## src/rtl/up_pkg.sv

```systemverilog
// rtl/up_pkg.sv - shared types and constants for the up_memctl memory-side bus controller
package up_pkg;

  typedef enum logic [1:0] {
    ST_IDLE   = 2'd0,
    ST_ACCESS = 2'd1,
    ST_DONE   = 2'd2,
    ST_ERR    = 2'd3
  } state_t;

  localparam int DEF_TIMEOUT_CYCLES = 15;

  // Datapath ops the control unit uses to put an address on dp_data; any
  // other op falls through to the default, which passes data_in straight on.
  localparam logic [4:0] OP_PC_CODE_ADDR = 5'b10010;
  localparam logic [4:0] OP_PC_DATA_ADDR = 5'b10011;
  localparam logic [4:0] OP_DEFAULT      = 5'b00000;

  function automatic logic is_addr_op(input logic [4:0] op);
    return (op == OP_PC_CODE_ADDR) || (op == OP_PC_DATA_ADDR);
  endfunction

endpackage

```

## src/rtl/up_memctl_timer.sv

```systemverilog
// rtl/up_memctl_timer.sv - loadable down-counter with terminal count for the access timeout
module up_memctl_timer #(
  parameter int W = 4
) (
  input  logic         clk,
  input  logic         Rst,
  input  logic         load,
  input  logic [W-1:0] load_val,
  input  logic         en,
  output logic         tc
);

  logic [W-1:0] cnt;

  // Saturates at zero so tc stays asserted until the next load.
  always_ff @(posedge clk or posedge Rst) begin
    if (Rst) begin
      cnt <= '0;
    end else if (load) begin
      cnt <= load_val;
    end else if (en && (cnt != '0)) begin
      cnt <= cnt - W'(1);
    end
  end

  assign tc = (cnt == '0);

endmodule

```

## src/rtl/up_memctl.sv

```systemverilog
// rtl/up_memctl.sv - single-beat memory bus controller; timeout/ERR built only with UP_MEMCTL_TIMEOUT_EN
module up_memctl
  import up_pkg::*;
#(
  parameter int TIMEOUT_CYCLES = DEF_TIMEOUT_CYCLES
) (
  input  logic       clk,
  input  logic       Rst,
  input  logic [7:0] dp_data,
  input  logic       addr_we,
  input  logic       rd_req,
  input  logic       wr_req,
  input  logic       addr_inc,
  output logic       busy,
  output logic       done,
  output logic       err,
  output logic [7:0] rd_data,
  output logic [7:0] mem_addr,
  output logic [7:0] mem_wdata,
  output logic       mem_cs,
  output logic       mem_we,
  input  logic [7:0] mem_rdata,
  input  logic       mem_ready
);

  if ((TIMEOUT_CYCLES < 1) || (TIMEOUT_CYCLES > 255)) begin : g_bad_timeout
    $error("up_memctl: TIMEOUT_CYCLES must be 1..255");
  end

  state_t     state, state_nxt;
  logic [7:0] addr_q, wdata_q, rdata_q;
  logic       wr_q, inc_q;
  logic       accept;
  logic       timeout;

  assign accept = (state == ST_IDLE) && (rd_req || wr_req);

`ifdef UP_MEMCTL_TIMEOUT_EN
  localparam int TW = $clog2(TIMEOUT_CYCLES + 1);
  logic err_q;

  // Loaded with N-1 so terminal count coincides with the N-th ACCESS cycle.
  up_memctl_timer #(.W(TW)) u_timer (
    .clk      (clk),
    .Rst      (Rst),
    .load     (accept),
    .load_val (TW'(TIMEOUT_CYCLES - 1)),
    .en       (state == ST_ACCESS),
    .tc       (timeout)
  );

  always_ff @(posedge clk or posedge Rst) begin
    if (Rst) begin
      err_q <= 1'b0;
    end else if (accept) begin
      err_q <= 1'b0;
    end else if ((state == ST_ACCESS) && timeout && !mem_ready) begin
      err_q <= 1'b1;
    end
  end

  assign err = err_q;
`else
  assign timeout = 1'b0;
  assign err     = 1'b0;
`endif

  always_ff @(posedge clk or posedge Rst) begin
    if (Rst) begin
      state <= ST_IDLE;
    end else begin
      state <= state_nxt;
    end
  end

  always_comb begin
    state_nxt = state;
    case (state)
      ST_IDLE: begin
        if (accept) state_nxt = ST_ACCESS;
      end
      ST_ACCESS: begin
        // mem_ready wins over a coincident timeout
        if (mem_ready) begin
          state_nxt = ST_DONE;
        end else if (timeout) begin
`ifdef UP_MEMCTL_TIMEOUT_EN
          state_nxt = ST_ERR;
`else
          state_nxt = ST_ACCESS;
`endif
        end
      end
      default: state_nxt = ST_IDLE;
    endcase
  end

  always_ff @(posedge clk or posedge Rst) begin
    if (Rst) begin
      addr_q  <= 8'h00;
      wdata_q <= 8'h00;
      rdata_q <= 8'h00;
      wr_q    <= 1'b0;
      inc_q   <= 1'b0;
    end else begin
      if (state == ST_IDLE) begin
        if (addr_we) addr_q <= dp_data;
        if (accept) begin
          wr_q  <= wr_req;
          inc_q <= addr_inc;
          if (wr_req) wdata_q <= dp_data;
        end
      end
      if ((state == ST_ACCESS) && mem_ready && !wr_q) begin
        rdata_q <= mem_rdata;
      end
      if ((state == ST_DONE) && inc_q) begin
        addr_q <= addr_q + 8'd1;
      end
    end
  end

  assign busy      = (state != ST_IDLE);
  assign done      = (state == ST_DONE) || (state == ST_ERR);
  assign mem_cs    = (state == ST_ACCESS);
  assign mem_we    = mem_cs && wr_q;
  assign mem_addr  = addr_q;
  assign mem_wdata = wdata_q;
  assign rd_data   = rdata_q;

endmodule

```

## config.mk

```make
export PLATFORM = sky130hd
export DESIGN_NAME = up_memctl
export DESIGN_NICKNAME = d
export VERILOG_FILES = /design/src/rtl/up_pkg.sv /design/src/rtl/up_memctl_timer.sv /design/src/rtl/up_memctl.sv
export SDC_FILE = /design/constraint.sdc
export NUM_CORES = 1
export LEC_CHECK = 0
export CORE_MARGIN = 1
export CORE_UTILIZATION = 30
export DETAILED_ROUTE_END_ITERATION = 7
export DONT_BUFFER_PORTS = 1
export GPL_TIMING_DRIVEN = 0
export HOLD_SLACK_MARGIN = 0.1
export PLACE_DENSITY = 0.42
export SYNTH_ARGS = -nofsm -noshare
export SYNTH_HDL_FRONTEND = slang
export SYNTH_HIERARCHICAL = 1
export SYNTH_SLANG_ARGS = --single-unit
```

## constraint.sdc

```tcl
create_clock -name clk -period 4 [get_ports clk]
set_input_delay 0.6 -clock clk [delete_from_list [all_inputs] [get_ports clk]]
set_output_delay 0.6 -clock clk [all_outputs]
set_load 0.05 [all_outputs]
```

Word-level counts from Yosys, hierarchy flattened
Index checks and enable logic that the tools add are counted.
Widths: inputs -> output; s select.
{ "word_totals": {"wordCells": 34, "in_bits": 23, "romBits": 0, "ram_bits": 0, "latchBits": 0, "output_inout_bits": 29, "register_bits": 28, "mem_count": 0} }
{ "op_classes": {"div_mod_pow": 0, "reduce_logical": 16, "shift": 0, "order_cmp": 0, "n_eq_ne": 5, "n_addsub": 1, "bitwise_logic": 0, "mul": 0, "muxes": 6} }
{ "ops": {"columns": ["op", "n"], "rows": [
  ["$mux 8", 3],
  ["$add 8x1->8 const B", 1],
  ["$reduce_and 2->1", 3],
  ["$reduce_bool 2->1", 3],
  ["$logic_and 1x1->1", 5],
  ["$eq 2x2->1 const B", 2],
  ["$mux 2", 2],
  ["$pmux 2 s2", 1],
  ["$reduce_and 3->1", 1],
  ["$eq 2x1->1 const B", 1],
  ["$logic_not 2->1", 1],
  ["$logic_or 1x1->1", 2],
  ["$ne 2x1->1 const B", 1],
  ["$ne 2x2->1 const B", 1],
  ["$logic_not 1->1", 1]
]} }

Longest topological paths before layout
{ "depth": {"ltp_word": 4, "mapped_depth": 5, "mapped_depth_nobuf": 4} }

Least setup slack after synthesis
No wires, ideal clock.
{ "synth_timing": {"kind": "register -> output", "start": "register state[1]", "end": "output mem_we", "setup_slack_ns": 2.120, "path_stages_with_launch": 4, "arrival_time_ns": 1.280, "n_path_buf": 1, "cell_sequence": "dfrtp_1 -> buf_6 -> nor2b_4 -> and2_1"} }
{ "synth_between": {"elab_chain_cells": 2} }
{ "synth_lines": {"columns": ["element", "line", "text"], "rows": [
  ["start: declaration", "up_memctl.sv:30", "state_t state, state_nxt;"],
  ["start signal: assignment", "up_memctl.sv:72", "state <= state_nxt;"],
  ["$eq 2x1->1", "up_memctl.sv:125", "assign mem_cs = (state == ST_ACCESS);"],
  ["via mem_cs", "up_memctl.sv:20", "output logic mem_cs,"],
  ["$logic_and 1x1->1", "up_memctl.sv:126", "assign mem_we = mem_cs && wr_q;"],
  ["end: declaration", "up_memctl.sv:21", "output logic mem_we,"]
]} }
The timed path passes the listed nets, and every way through them passes these cells.

Final worst setup path
Same ends and word-level chain as after synthesis.

==> results.md <==
* Status: finished clean
* Number of hold violations in the final report at 0
* Worst setup path end: mem_we
* Setup TNS at 0 ps
* Average via count per standard cell at 5.29
* Setup-failing EPs final at 0
* Number of detailed-routing iterations run before antenna repair at 2
* Number of buffers between clock root and the deepest sink at 2
* Number of antenna-violating nets in the routed design at 0
* Startpoint of the worst-slack reg-to-reg timing path: mem_addr[0]
* DP HPWL at 2040 um
* Cell taking the most area after synthesis: sky130_fd_sc_hd__dfrtp_1
* Detailed-route wire length at 2760 um
* Final net count at 134
* Initial antenna violation count at 0
* Synthesis warning total at 6
* Clock edge transition at the registers on the reported setup and hold paths at 100 ps
* Number of top-level pins at 52
* Total of max-cap violations at 0
* Number of I/O port buffers at 0
* Type of the most critical hold path: primary input to flip-flop
* Worst setup skew after layout at 2.89 ps
* Vias in the first global route at 900
* Worst Path Class, Setup: flip-flop to output port
* Die width at 68.7 um
* Remaining design rule violation count at 0
* Critical path data required time at 3400 ps
* FP Rows at 23
* Global Route Usage Sum at 12.7%
* Total core area at 0.00414 sq mm
* Final period utilization at 55.5%
* Layout Utilization at 35.5%
* Worst slack on hold paths at 405 ps
* Setup repair after global routing missed its margin: false
* Cells after Synth at 105
* Number of flip-flops and latches in the synthesized netlist at 28
* # H-tree levels at 1
* Final routed wire length divided by cell count at 17.3 um
* Highest net fanout along the worst path at 8
* Area Growth Syn to Fin at 10.0%
* Die boundary height at 68.7 um
* Clock Root Buffer: sky130_fd_sc_hd__clkbuf_8
* Number of diodes at 0
* Arrival time at the worst endpoint at 1620 ps
* Max-slew violation total from the final report at 0
* Number of buffers inserted during clock tree synthesis at 3
* GRT overflow at 0
* Weighted congestion at the end of routability-driven global placement at 0.715
* Netlist area before placement at 0.00134 sq mm
* Global-route wire length before repair at 4370 um
* Worst Setup Start Kind: flip-flop
* Flop-to-flop setup slack at 2270 ps
* Iteration-0 DRC Markers at 60
* Fraction of post-synthesis cell area in the top cell type by area at 52.4%
* TritonCTS clock tree: built
* Mapped Avg Cell Area at 12.7 sq um
* Unique masters post-synth at 38
* DIE AREA at 0.00473 sq mm
* Ratio of cells with drive above 1 in the final layout at 33.0%
* Beginning of the critical path: state[1]
* Biggest area contributors in the synthesized netlist: sky130_fd_sc_hd__dfrtp_1 52%, sky130_fd_sc_hd__mux2_2 13%, sky130_fd_sc_hd__buf_6 3.4%
* Min cycle time layout at 2220 ps
* CTS Hold Bufs at 0
* Register-to-Register Path Depth at 4
* Fmax achieved at 451 MHz
* Starting density of the core at 32.2%
* Latest clock arrival within the worst-skew pair at 270 ps
* Pin count of the biggest net entering global routing at 29
* Post-synth EDFFs at 0
* Number of setup buffers added after CTS at 0
* Worst reg2reg endpoint: mem_addr[6]
* Via total after detailed routing at 841
* Most common flop cell mapped by yosys: sky130_fd_sc_hd__dfrtp_1
* Number of resized instances in the post-cts repair step at 0
* Synthesized net count at 129
* Headroom to the max-slew limit at 27.2%
* Post-synthesis sequential area ratio at 52.4%
* Type of element capturing the critical path: output port
* Async set or reset register ratio after synthesis at 100%
* Slew at the pin with the worst max-slew slack at 1090 ps
* Number of sinks driven by the clock tree at 28
==> cell usage in the layout, fill, tap and decap left out, types with 2 or more instances in the layout <==
master / instances
sky130_fd_sc_hd__buf_6: 4
sky130_fd_sc_hd__dfrtp_1: 28
sky130_fd_sc_hd__inv_1: 2
sky130_fd_sc_hd__clkbuf_8: 3
sky130_fd_sc_hd__a211oi_1: 4
sky130_fd_sc_hd__and2_1: 3
sky130_fd_sc_hd__nand3_1: 2
sky130_fd_sc_hd__nor2_1: 6
sky130_fd_sc_hd__and3b_1: 2
sky130_fd_sc_hd__nand2_1: 4
sky130_fd_sc_hd__mux2_2: 16
sky130_fd_sc_hd__buf_4: 2
sky130_fd_sc_hd__and3_1: 3
sky130_fd_sc_hd__o221a_2: 2
sky130_fd_sc_hd__nor3_1: 3
==> Yosys cell counts, types with 2 or more instances <==
cell	count
sky130_fd_sc_hd__dfrtp_1	28
sky130_fd_sc_hd__mux2_2	16
sky130_fd_sc_hd__nor2_1	6
sky130_fd_sc_hd__a211oi_1	4
sky130_fd_sc_hd__buf_6	4
sky130_fd_sc_hd__nand2_1	4
sky130_fd_sc_hd__and2_1	3
sky130_fd_sc_hd__and3_1	3
sky130_fd_sc_hd__nor3_1	3
sky130_fd_sc_hd__and3b_1	2
sky130_fd_sc_hd__buf_4	2
sky130_fd_sc_hd__inv_1	2
sky130_fd_sc_hd__nand3_1	2
sky130_fd_sc_hd__o221a_2	2
==> sequential cells by signal, indices dropped and copies added (netlist names) <==
signal     flops
mem_wdata      8
wr_q           1
state          2
rd_data        8
inc_q          1
mem_addr       8
==> per-stage QoR <==
stage	instance area [sq um]	instances	setup WS (ps)
finish	1470	159	1780
global route	1470	159	1720
CTS	1470	159	1770
detailed placement	1400	155	2080
global placement	1400	155	2080
floorplan	1340	105	2120
==> kinds of logic after synthesis <==
| kind of cell | after synthesis | synth area share, % |
|---|---|---|
| buffers and inverters | 10 | 5.71 |
| other | 1 | 0.281 |
| AO/OA/AOI/OAI | 13 | 8.24 |
| flip-flops | 28 | 52.4 |
| multiplexers | 18 | 15.1 |
| AND/OR/NAND/NOR | 34 | 17.3 |
| adder cells (fa/ha/maj) | 1 | 0.936 |
==> critical path, stage by stage (launching register included) <==
cell                      delay, ps
sky130_fd_sc_hd__dfrtp_1        390
sky130_fd_sc_hd__buf_6          140
sky130_fd_sc_hd__nor2b_4        320
sky130_fd_sc_hd__and2_1         500
==> worst min-delay path by stage <==
stage | startpoint | endpoint | slack [ps] | depth (start not counted)
2_1_floorplan | wr_q | wr_q | 460 | 1
3_3_place_gp | wr_q | wr_q | 490 | 1
3_5_place_dp | wr_q | wr_q | 490 | 1
4_1_cts | mem_ready | state[0] | 400 | 1
5_1_grt | mem_ready | state[0] | 390 | 1
6_report | mem_ready | state[0] | 410 | 1
==> routing by layer <==
metal / routed length [um] / track usage [%]
met4: 19 / 3.06
met1: 1180 / 15.2
met5: 0 / 0
met2: 1340 / 21.6
met3: 212 / 4.77
==> area by class of cell <==
class	instances	area (sq um)
clock inverters	1	30.0
inverters	2	7.51
fillers	442	2670
clock buffers	3	41.3
well taps	50	62.6
plain buffers	8	68.8
flip-flops and latches	28	701
multi-input cells	67	559
Power is left out: the tool's default activity adds up to more than one toggle a clock period on the data nets, which glitch-free logic cannot reach.
